`src/rtl/clken_gen.sv`:
```
// Multi-channel clock-enable divider: per-channel square-wave levels with rise/fall enables, plus LOAD-driven phase alignment.
// Latency: CLK_OUT registered (updates the edge after EN_P/EN_N); SYNC_DONE one cycle after the aligning tick. No backpressure.
module clken_gen #(
  parameter int                  CHANNELS    = 4,
  parameter int                  DIV_W       = 8,
  parameter logic [CHANNELS-1:0] RESET_LEVEL = '0
) (
  input  logic                      CLK,
  input  logic                      nRESETP,
  input  logic                      CLK_EN_BASE,
  input  logic                      TURBO,
  input  logic [CHANNELS*DIV_W-1:0] DIV_SEL,
  input  logic [CHANNELS-1:0]       HOLD,
  input  logic                      LOAD,
  output logic [CHANNELS-1:0]       CLK_OUT,
  output logic [CHANNELS-1:0]       EN_P,
  output logic [CHANNELS-1:0]       EN_N,
  output logic                      SYNC_DONE
);

  typedef enum logic [1:0] {
    IDLE  = 2'd0,
    ARMED = 2'd1,
    DONE  = 2'd2
  } state_t;

  state_t state_q, state_d;
  logic   tick;
  logic   align_now;
  logic   sync_done_q;

  assign tick      = CLK_EN_BASE | TURBO;
  assign align_now = (state_q == ARMED) & tick;

  always_ff @(posedge CLK or negedge nRESETP) begin
    if (!nRESETP) begin
      state_q     <= IDLE;
      sync_done_q <= 1'b0;
    end else begin
      state_q     <= state_d;
      sync_done_q <= align_now;
    end
  end

  always_comb begin
    state_d = state_q;
    case (state_q)
      IDLE:    if (LOAD) state_d = ARMED;
      ARMED:   if (tick) state_d = DONE;
      DONE:    state_d = IDLE;
      default: state_d = IDLE;
    endcase
  end

  assign SYNC_DONE = sync_done_q;

  for (genvar i = 0; i < CHANNELS; i++) begin : g_ch
    logic [DIV_W-1:0] cnt_q;
    logic [DIV_W-1:0] ra_q;
    logic             lvl_q;
    logic [DIV_W-1:0] ratio;
    logic             at_end;
    logic             step;

    assign ratio  = DIV_SEL[i*DIV_W +: DIV_W];
    assign at_end = (cnt_q == ra_q);
    assign step   = tick & ~HOLD[i] & ~align_now;

    // Ratio reloads only when the high phase ends, so periods are never cut or stretched.
    always_ff @(posedge CLK or negedge nRESETP) begin
      if (!nRESETP) begin
        cnt_q <= '0;
        lvl_q <= RESET_LEVEL[i];
        ra_q  <= '0;
      end else if (align_now) begin
        cnt_q <= '0;
        lvl_q <= 1'b0;
        ra_q  <= ratio;
      end else if (step) begin
        if (at_end) begin
          cnt_q <= '0;
          lvl_q <= ~lvl_q;
          if (lvl_q) ra_q <= ratio;
        end else begin
          cnt_q <= cnt_q + DIV_W'(1);
        end
      end
    end

    assign CLK_OUT[i] = lvl_q;
    assign EN_P[i]    = nRESETP & step & at_end & ~lvl_q;
    assign EN_N[i]    = nRESETP & step & at_end &  lvl_q;
  end

endmodule

```
`config.mk`:
```
export PLATFORM = sky130hd
export DESIGN_NAME = clken_gen
export DESIGN_NICKNAME = d
export VERILOG_FILES = /design/src/rtl/clken_gen.sv
export SDC_FILE = /design/constraint.sdc
export NUM_CORES = 1
export LEC_CHECK = 0
export ABC_AREA = 1
export BUFFER_PORTS_ARGS = -buffer_cell sky130_fd_sc_hd__clkbuf_2
export CAP_MARGIN = 15
export CORE_ASPECT_RATIO = 1.2
export CORE_MARGIN = 2
export CORE_UTILIZATION = 45
export CTS_CLUSTER_SIZE = 16
export DETAILED_ROUTE_END_ITERATION = 8
export GPL_ROUTABILITY_DRIVEN = 0
export PLACE_DENSITY_LB_ADDON = 0.25
export SYNTH_ARGS = -nofsm -noshare
export SYNTH_HDL_FRONTEND = slang
export SYNTH_SLANG_ARGS = --single-unit
```
`constraint.sdc`:
```
create_clock -name CLK -period 1.9 [get_ports CLK]
set_clock_uncertainty 0.05 [all_clocks]
set_input_delay 0.38 -clock CLK [delete_from_list [all_inputs] [get_ports CLK]]
set_output_delay 0.38 -clock CLK [all_outputs]
set_load 0.01 [all_outputs]
```
======== Word-level counts from Yosys, hierarchy flattened ========
Cells that the tools add are included.
storage, ports and cells
  logic and storage cells ................. 125
  register bits after elaboration ......... 71
  input bits .............................. 41
  output and inout bits ................... 13
operators by class
  mux-type cells .......................... 43
  eq/ne operators ......................... 7
  add/sub/neg operators ................... 4
  reductions and logical operators ........ 22
  bitwise operators ....................... 35
operators by type and width
  operator             number
  $mux 8               28
  $add 8x1->8 const B  4
  $eq 8x8->1           4
  $and 1x1->1          25
  $reduce_bool 2->1    12
  $mux 1               12
  $reduce_and 3->1     4
  $reduce_and 2->1     5
  $not 1->1            9
  $mux 2               2
  $ne 2x2->1 const B   2
  $pmux 2 s2           1
  $eq 2x1->1 const B   1
  $logic_not 2->1      1
  $or 1x1->1           1

======== Logic depth before layout (Yosys ltp) ========
Gate-level depths: netlist of the first run.
  depth after elaboration ................. 7
  gate-level depth with buffers ........... 11

======== Least setup slack after synthesis of the first run ========
OpenSTA, ideal clock, no wires.
  path kind ............................... input port to output port
  from .................................... in TURBO
  to ...................................... out EN_P[2]
  required time ........................... 1.470 ns
  cell stages on the path ................. 6
  slack ................................... 0.132 ns
  path buffers ............................ 1
  arrival time ............................ 1.338 ns
  cell sequence ........................... nor2_4 inv_2 nand2_8 buf_12 nand2_1 nor4_1
between the ends
  longest elaborated chain between the ends .. 7
  elaborated cells on any way between the ends .. 8
  classes of those cells .................. bitwise (8)
RTL lines
  item                         line  RTL
  from (decl)                  11    input logic TURBO,
  $or 1x1->1 *                 32    assign tick = CLK_EN_BASE | TURBO;
  $and 1x1->1                  33    assign align_now = (state_q == ARMED) & tick;
  $not 1->1                    67    assign step = tick & ~HOLD[i] & ~align_now;
  $and 1x1->1 *                67
  $and 1x1->1 * (3 in series)  91    assign EN_P[i] = nRESETP & step & at_end & ~lvl_q;
  to (decl)                    16    output logic [CHANNELS-1:0] EN_P,
Every way passes the cells marked *; elsewhere a longest branch is shown, timed or not.

======== Final worst setup path of the first run ========
  from .................................... reg g_ch[2].cnt_q[6]
  to ...................................... out EN_P[2]
between the ends
  longest elaborated chain between the ends .. 3
RTL lines
  item                       line  RTL
  from (decl)                58    logic [DIV_W-1:0] cnt_q;
  from (signal assigned)     85    cnt_q <= cnt_q + DIV_W'(1);
  $eq 8x8->1                 66    assign at_end = (cnt_q == ra_q);
  $and 1x1->1 (2 in series)  91
No other way between the ends.

==> results of run 1 <==
where the power goes:
group	internal, mW	leakage (nW)	switching [mW]
Clock	0.501	0.0785	0.561
Combinational	1.23	1.55	2.00
Sequential	2.03	0.930	0.430
Total	3.76	2.56	2.99
synthesized netlist by cell type, drive strengths merged:
| cell | instances | area [um2] |
|---|---|---|
| o21ai | 9 | 48.8 |
| nor4 | 1 | 6.26 |
| xnor2 | 21 | 184 |
| a211oi | 1 | 7.51 |
| nand3 | 23 | 145 |
| or2 | 2 | 15.0 |
| nand4 | 37 | 231 |
| dfrtp | 71 | 1780 |
| ha | 4 | 50.1 |
| xor2 | 12 | 105 |
| buf | 14 | 125 |
| nand2 | 222 | 928 |
| inv | 57 | 221 |
| nor2 | 55 | 267 |
through the flow:
| step | setup TNS [ns] | power (mW) | util, % | cell area (um2) |
|---|---|---|---|---|
| final | -0.372 | 6.74 | 54.6 | 4910 |
| after global routing | -1.33 | 7.37 | 54.6 | 4910 |
| after CTS | -0.641 | 6.64 | 53.5 | 4810 |
| after detailed placement | 0 | 5.37 | 49.9 | 4480 |
| after global placement | 0 | 5.29 | 49.9 | 4480 |
| after floorplan | 0 | 4.78 | - | 4110 |
tightest hold or removal path: cells and delay by family:
family,cells,cell delay [ns]
and+or+nand+nor,2,0.12
buffers and inverters,1,0.08
final cells by class:
cell class,instances,area [um2]
clock inverter,3,20.0
inverter,57,221
clock buffer,12,145
fill,843,4080
multi-input combinational,387,2050
tap,120,150
sequential,71,1780
timing repair buffer,90,543
final timing paths:
path                                           endpoint  slack, ns                          from
max                                             EN_P[2]      -0.09  g_ch[2].cnt_q[6]$_DFFE_PN0P_
min                         g_ch[3].ra_q[3]$_DFFE_PN0P_       0.20                   DIV_SEL[27]
max reg2reg                 g_ch[1].ra_q[1]$_DFFE_PN0P_       0.24        state_q[1]$_DFFE_PN0P_
min reg2reg                 g_ch[0].ra_q[2]$_DFFE_PN0P_       0.44   g_ch[0].ra_q[2]$_DFFE_PN0P_
max in group asynchronous  g_ch[2].cnt_q[6]$_DFFE_PN0P_       0.89                       nRESETP
min in group asynchronous   g_ch[3].ra_q[5]$_DFFE_PN0P_       0.27                       nRESETP
cell families (layout without fill, tap and decap cells):
kind of cell	after synthesis	count (layout)	synth area share, %
simple gates	340	340	38.7
flops	71	71	43.2
buf+inv	71	162	8.43
xor+xnor	33	33	7.03
compound gates	10	10	1.37
fa+ha+maj	4	4	1.22
state kept, by name (all words and copies together), names as in the netlist:
register and cells:
SYNC_DONE 1, g_ch.cnt_q 32, g_ch.lvl_q 4, g_ch.ra_q 32, state_q 2
placed cells by master (no fill, tap or decap), types with 2 or more instances in the layout:
cell	n
o21ai_1	4
buf_4	37
buf_2	9
nand2_1	204
nand3_4	2
nand2_8	2
xor2_1	12
inv_1	39
nand3_1	19
nand4_1	37
xnor2_1	20
clkbuf_1	2
nand2_4	8
inv_2	16
nand3_2	2
clkbuf_8	10
dfrtp_1	69
clkbuf_2	44
clkinvlp_4	2
ha_1	4
nor2_2	13
nor2_4	8
dfrtp_2	2
o21ai_0	4
nor2_1	34
nand2_2	8
per-layer routing:
metal	vias to the layer above	wire length (um)	track usage, %
li1	1821	-	-
met3	20	300	3.80
met5	-	0	0
met2	59	4460	34.3
met1	1630	3850	23.4
met4	0	257	10.6
what timing repair did:
| action | CTS | global route |
|---|---|---|
| endpoints found under the setup margin | 8 | 16 |
| buffers inserted | 18 | 8 |
| resized for setup | 12 | 23 |
| pin swaps | 5 | 20 |
==> impl_metrics.csv, run 1 <==
group,metric,value,unit
outcome,status,"finished with violations",
outcome,violations,"setup timing",
cts,clk_latency,0.35,ns
final_layout,area_delta_synth_final,19.4,%
worst_setup_path,crit_chain,"xnor2_1, nand2_1, nor2_2, nand2_1, nor4_1, buf_2",
worst_setup_path,cp_slowest_cell,"dfrtp_2",
worst_setup_path,crit_buf_inv,1,
timing,tightestPinTransition,0.891,ns
timing,holdWs,0.203,ns
die,start_util,45.8,%
synthesis,avgSynthCellArea,7.77,um2
placement,dpl_worst_slack,0.00915,ns
placement,dp_cells,699,
global_route,groute.usage.overall,19.8,%
worst_setup_path,cp.required,1.47,ns
timing,maxSlewViolCount,0,
routing,viasPerCell,4.77,
cts,cts_made_buffers,9,
cts,htreeDepth,3,
die,die_area,0.00992,mm2
worst_setup_path,start_kind,"register",
synthesis,yosys_warnings,0,
worst_hold_path,hold_path_class,"input pin to register",
worst_setup_path,arrival,1.56,ns
cts,root_buffer,"clkbuf_8",
final_layout,stdcell_count,740,
timing,min_period_over_period,105,%
pwr,p_per_area,1370,mW/mm2
final_layout,nets,661,
die,boundaryPins,54,
synthesis,ys_seq_area_share,43.2,%
die,rows,38,
worst_hold_path,holdPathStages,3,
timing,hold_violations,0,
cts,ctsLongestPathBuffers,2,
die,die_w,91.3,um
timing,min_period,1.99,ns
worst_setup_path,cp.depth,6,
pwr,ir_worst_vdd,0.657,mV
die,die_h,109,um
final_layout,antenna_cells,0,
routing,ant_nets,0,
cts,cts_tree,"done",
cts,clk_pin_slew,0.07,ns
routing,wl,8.87,mm
routing,via_count,3530,
synthesis,synth_seq_cells,71,
routing,wl_per_cell,12.0,um
flow_run,maxCapViolations,0,
pwr,p_leak,2.56,nW
timing,slew_headroom,40.6,%
cts,hold_buffers,0,
cts,cts_sinks,71,
timing,setup-violations-final,6,
global_route,antenna_found_initial,0,
die,core_area,0.00899,mm2
global_route,grt-ovfl-total,0,
worst_setup_path,ff2ff_path_depth,9,
worst_setup_path,crit_fanout,4,
worst_setup_path,crit_path_end_kind,"primary output",
timing,fin_ws,-0.0902,ns
global_route,grt_max_degree,72,
placement,dpl.hpwl,6.41,mm
global_route,grt_pass1_wl,15.6,mm
worst_setup_path,path_common_cell,"nand2_1",
timing,rsz0062_at_grt,"yes",
routing,drc,0,
placement,io_buffers,53,
synthesis,syn_area,0.00411,mm2
routing,firstDrtPassIters,4,
routing,drt-initial-drc-count,127,
synthesis,syn_nets,574,
worst_setup_path,path_class,"register to primary output",
synthesis,synthDistinctLibCells,30,
worst_setup_path,path_delay_family,"flip-flops",
timing,fmax,502,MHz
synthesis,syn-instance-count,529,
worst_setup_path,critPathMaxStageDelay,0.45,ns
global_route,grt_pass1_vias,3561,
final_layout,drive_above_1_share,27.3,%
(Power assumes the default switching activity.)
==> inputs of run 2 (changes only) <==
--- a/config.mk
+++ b/config.mk
@@ -15,6 +15,7 @@
 export DETAILED_ROUTE_END_ITERATION = 8
 export GPL_ROUTABILITY_DRIVEN = 0
 export PLACE_DENSITY_LB_ADDON = 0.25
+export REMOVE_ABC_BUFFERS = 1
 export SYNTH_ARGS = -nofsm -noshare
 export SYNTH_HDL_FRONTEND = slang
 export SYNTH_SLANG_ARGS = --single-unit
==> impl_metrics.csv, run 2 (same netlist as run 1, synthesis figures left out) <==
group,metric,value,unit
worst_setup_path,start_kind,"register",
timing,min_period_over_period,107,%
placement,dpl_worst_slack,0.0355,ns
worst_setup_path,crit_fanout,3,
die,core_area,0.00899,mm2
global_route,grt-ovfl-total,0,
placement,io_buffers,53,
timing,slew_headroom,39.1,%
global_route,groute.usage.overall,20.3,%
outcome,violations,"setup timing",
routing,drc,0,
final_layout,antenna_cells,0,
placement,dp_cells,705,
cts,cts_sinks,71,
worst_setup_path,path_delay_family,"simple AND/OR/NAND/NOR gates",
pwr,power,6.95,mW
timing,min_period,2.03,ns
cts,root_buffer,"clkbuf_8",
final_layout,mostFrequentLayoutCells,"nand2_1, dfrtp_1, buf_4, clkbuf_2, inv_1",
global_route,grt_max_degree,72,
routing,via_count,3609,
worst_setup_path,crit_path_end_kind,"primary output",
routing,drt-initial-drc-count,160,
cts,clk_latency,0.35,ns
routing,ant_nets,0,
cts,cts_tree,"done",
worst_setup_path,cp.depth,6,
die,die_area,0.00992,mm2
flow_run,maxCapViolations,0,
global_route,antenna_found_initial,0,
worst_setup_path,arrival,1.60,ns
cts,cts_made_buffers,9,
global_route,grt_pass1_wl,16.1,mm
die,start_util,45.8,%
cts,hold_buffers,0,
placement,dpl.hpwl,6.34,mm
final_layout,drive_above_1_share,28.6,%
timing,fin_ws,-0.133,ns
final_layout,stdcell_count,757,
worst_setup_path,cp-endpoint,"EN_P[2]",
timing,rsz0062_at_grt,"yes",
final_layout,area_delta_synth_final,23.4,%
timing,fmax,492,MHz
routing,wl,9.07,mm
worst_setup_path,r2r-end,"g_ch[1].cnt_q[7]$_DFFE_PN0P_",
routing,firstDrtPassIters,4,
worst_hold_path,hold_path_class,"input pin to register",
timing,setup-violations-final,6,
worst_setup_path,ff2ff_path_depth,12,
die,boundaryPins,54,
final_layout,final_common_cell,"nand2_1",
worst_setup_path,crit_chain,"xnor2_1, nand2_1, nor2_2, nand2_1, nor4_2, buf_2",
final_layout,nets,677,
worst_setup_path,crit_path_start,"g_ch[2].cnt_q[7]$_DFFE_PN0P_",
pwr,ir_worst_vdd,0.723,mV
cts,htreeDepth,3,
cts,clk_pin_slew,0.07,ns
outcome,status,"finished with violations",
final_layout,reg_top3,"g_ch.cnt_q x32, g_ch.ra_q x32, g_ch.lvl_q x4",
worst_setup_path,path_common_cell,"nand2_1",
worst_setup_path,cp.required,1.47,ns
global_route,grt_pass1_vias,3686,
routing,viasPerCell,4.77,
timing,holdWs,0.203,ns
timing,hold_violations,0,
die,rows,38,
pwr,p_leak,2.66,nW
cts,ctsLongestPathBuffers,2,
routing,wl_per_cell,12.0,um
timing,tightestPinTransition,0.914,ns
worst_setup_path,path_class,"register to primary output",
die,die_h,109,um
worst_setup_path,r2r_setup_slack,0.14,ns
worst_setup_path,critPathMaxStageDelay,0.43,ns
worst_setup_path,r2r-start,"g_ch[1].cnt_q[7]$_DFFE_PN0P_",
pwr,p_per_area,1370,mW/mm2
die,die_w,91.3,um
worst_setup_path,cp_slowest_cell,"dfrtp_1",
final_layout,post-route-util,56.4,%
worst_setup_path,crit_buf_inv,1,
timing,maxSlewViolCount,0,
-- run 2: what timing repair did --
item                       CTS  global route
setup endpoints to repair    8             9
gates resized for setup     18            11
pin swaps                   13            14
buffers inserted            32             5
hold endpoints to repair     0             0
-- run 2: power breakdown --
group	internal [mW]	total (mW)	switching [mW]
Clock	0.616	1.18	0.569
Combinational	1.33	3.33	2.00
Sequential	2.03	2.44	0.411
-- run 2: metal layers --
layer  track usage (%)  part of all wire [%]  up-vias
li1                  -                     -     1856
met1              25.0                    45     1672
met2              35.1                    49       65
met3              3.59                   3.9       16
met4              9.09                   2.1        0
met5                 0                     0        -
-- run 2: worst min-delay path by stage --
stage                                  end  cells past startpoint  slack [ns]                        start
2_1_floorplan          SYNC_DONE$_DFF_PN0_                      0        0.03                      nRESETP
3_3_place_gp   g_ch[3].ra_q[2]$_DFFE_PN0P_                      2        0.43  g_ch[3].ra_q[2]$_DFFE_PN0P_
3_5_place_dp   g_ch[1].ra_q[7]$_DFFE_PN0P_                      2        0.43  g_ch[1].ra_q[7]$_DFFE_PN0P_
4_1_cts        g_ch[0].ra_q[6]$_DFFE_PN0P_                      3        0.19                   DIV_SEL[6]
5_1_grt        g_ch[2].ra_q[5]$_DFFE_PN0P_                      3        0.19                  DIV_SEL[21]
6_report       g_ch[0].ra_q[6]$_DFFE_PN0P_                      3        0.20                   DIV_SEL[6]
-- run 2: area by class of cell --
class	count	area [um2]
clock buffer	14	183
timing repair buffer	106	692
multi-input combinational	387	2040
tap	120	150
clock inverter	2	12.5
fill	838	3910
sequential	71	1780
inverter	57	221
-- run 2: through the flow --
stage	TNS, ns	area (um2)
final	-0.434	5070
after global routing	-1.44	5070
after CTS	-0.615	5040
after detailed placement	0	4550
after global placement	0	4550
after floorplan	0	3990
-- run 2: worst min-delay path: cells and delay by family --
kind / cells / cell delay (ns)
buf+inv: 1 / 0.08
simple gates: 2 / 0.12
==> inputs of run 3 (changes only) <==
--- a/config.mk
+++ b/config.mk
@@ -8,9 +8,11 @@
 export ABC_AREA = 1
 export BUFFER_PORTS_ARGS = -buffer_cell sky130_fd_sc_hd__clkbuf_2
 export CAP_MARGIN = 15
+export CELL_PAD_IN_SITES_DETAIL_PLACEMENT = 0
+export CELL_PAD_IN_SITES_GLOBAL_PLACEMENT = 1
 export CORE_ASPECT_RATIO = 1.2
 export CORE_MARGIN = 2
-export CORE_UTILIZATION = 45
+export CORE_UTILIZATION = 43
 export CTS_CLUSTER_SIZE = 16
 export DETAILED_ROUTE_END_ITERATION = 8
 export GPL_ROUTABILITY_DRIVEN = 0
==> impl_metrics.csv, run 3 (same netlist as run 1, synthesis figures left out) <==
group,metric,value,unit
worst_setup_path,critPathMaxStageDelay,0.41,ns
timing,fin_tns_setup,-0.275,ns
die,die_w,93.3,um
pwr,power.net_switching,3.09,mW
pwr,p_sw_share,41.7,%
die,start_util,43.7,%
routing,drt-initial-drc-count,111,
worst_setup_path,crit_path_end_kind,"primary output",
final_layout,antenna_cells,0,
final_layout,drive_above_1_share,28.9,%
placement,dpl.hpwl,6.60,mm
timing,setup-violations-final,6,
cts,htreeDepth,3,
final_layout,final_common_cell,"nand2_1",
routing,wl_per_cell,12.3,um
routing,via_count,3571,
global_route,grt_max_degree,72,
timing,min_period_over_period,104,%
final_layout,mostFrequentLayoutCells,"nand2_1, dfrtp_1, clkbuf_2, buf_4",
final_layout,post-route-util,54.2,%
timing,rsz0062_at_grt,"yes",
global_route,grt_pass1_vias,3602,
outcome,violations,"setup timing",
worst_setup_path,cp_slowest_cell,"dfrtp_1",
routing,ant_nets,0,
worst_setup_path,arrival,1.55,ns
outcome,status,"finished with violations",
die,rows,39,
placement,dpl_worst_slack,-0.00580,ns
cts,root_buffer,"clkbuf_16",
worst_setup_path,crit_chain,"inv_2, nand2_2, nand2_2, nand2_2, nor2_2, nand4_1, nor2_1, buf_2",
flow_run,maxCapViolations,0,
routing,drc,0,
global_route,antenna_found_initial,0,
pwr,p_per_area,1450,mW/mm2
worst_hold_path,hold_path_class,"input pin to async pin",
pwr,p_int,4.33,mW
cts,clk_latency,0.33,ns
worst_setup_path,start_kind,"register",
die,core_area,0.00942,mm2
global_route,groute.usage.overall,19.3,%
timing,slew_headroom,73.8,%
timing,fin_ws,-0.0800,ns
global_route,grt-ovfl-total,0,
final_layout,area_delta_synth_final,24.1,%
pwr,clkPwrFrac,21.0,%
cts,clk_pin_slew,0.05,ns
worst_setup_path,path_class,"register to primary output",
timing,maxSlewViolCount,0,
placement,io_buffers,53,
pwr,power,7.42,mW
timing,tightestPinTransition,0.394,ns
timing,fmax,505,MHz
cts,cts_sinks,71,
pwr,ir_worst_vdd,0.679,mV
cts,cts_made_buffers,9,
worst_setup_path,cp.required,1.47,ns
routing,wl,9.21,mm
die,die_area,0.0104,mm2
global_route,grt_pass1_wl,16.0,mm
routing,viasPerCell,4.76,
worst_setup_path,path_common_cell,"nand2_2",
timing,min_period,1.98,ns
cts,cts_tree,"done",
die,boundaryPins,54,
pwr,pwr-share-comb,45.8,%
final_layout,reg_top3,"g_ch.cnt_q x32, g_ch.ra_q x32, g_ch.lvl_q x4",
worst_setup_path,crit_fanout,4,
timing,hold_violations,0,
pwr,p_leak,2.65,nW
routing,firstDrtPassIters,6,
pwr,pwr-share-seq,33.2,%
cts,ctsLongestPathBuffers,2,
final_layout,nets,667,
die,die_h,111,um
-- run 3: power groups by stage --
stage          sequential (mW)  combinational (mW)  clock [mW]
2_1_floorplan             2.44                2.10           0
5_1_grt                   2.53                3.84        1.67
6_report                  2.46                3.40        1.56
3_3_place_gp              2.52                2.84           0
4_1_cts                   2.48                3.23        1.60
3_5_place_dp              2.53                2.88           0
-- run 3: path summary, 6_finish.rpt --
path                       slack, ns                           end  cells past startpoint                    startpoint
setup / recovery               -0.08                       EN_P[0]                      8  g_ch[0].cnt_q[0]$_DFFE_PN0P_
max in group asynchronous       1.36  g_ch[1].cnt_q[6]$_DFFE_PN0P_                      2                       nRESETP
hold / removal                  0.12   g_ch[3].ra_q[6]$_DFFE_PN0P_                      2                       nRESETP
min in group CLK                0.23   g_ch[2].ra_q[5]$_DFFE_PN0P_                      3                   DIV_SEL[21]
setup reg to reg                0.28  g_ch[1].cnt_q[3]$_DFFE_PN0P_                     10        state_q[1]$_DFFE_PN0P_
hold reg to reg                 0.44   g_ch[0].ra_q[7]$_DFFE_PN0P_                      2   g_ch[0].ra_q[7]$_DFFE_PN0P_
-- run 3: layout make-up --
| cell class | instances | area, um2 |
|---|---|---|
| Clock buffer | 13 | 260 |
| Fill cell | 924 | 4320 |
| Clock inverter | 3 | 17.5 |
| Multi-Input combinational cell | 387 | 2060 |
| Inverter | 57 | 221 |
| Tap cell | 123 | 154 |
| Timing Repair Buffer | 96 | 613 |
| Sequential cell | 71 | 1780 |
-- run 3: routing by layer --
layer | vias to the layer above | GRT usage [%] | share of wire [%]
li1 | 1840 | - | -
met1 | 1680 | 23.9 | 45
met5 | - | 0 | 0
met4 | 0 | 8.04 | 2.1
met2 | 37 | 33.5 | 51
met3 | 14 | 2.58 | 2.2
-- run 3: critical path: cells and delay by family, from the launching register on --
family                 cells  cell delay [ns]
buffers and inverters      2             0.21
DFF                        1             0.41
and+or+nand+nor            6             0.59
-- run 3: stage by stage --
step           instance area (um2)  hold WS (ns)  cells
6_report                      5100         0.119    750
5_1_grt                       5100         0.153    750
4_1_cts                       4990         0.137    738
3_5_place_dp                  4510         0.433    702
3_3_place_gp                  4510         0.424    702
2_1_floorplan                 3990        0.0344    515
-- run 3: what timing repair did --
action,4_1_cts,5_1_grt
setup buffers,20,12
gates resized for setup,17,20
endpoints found under the setup margin,8,8
hold buffers,0,0
cloned,0,0
pin swaps,16,24
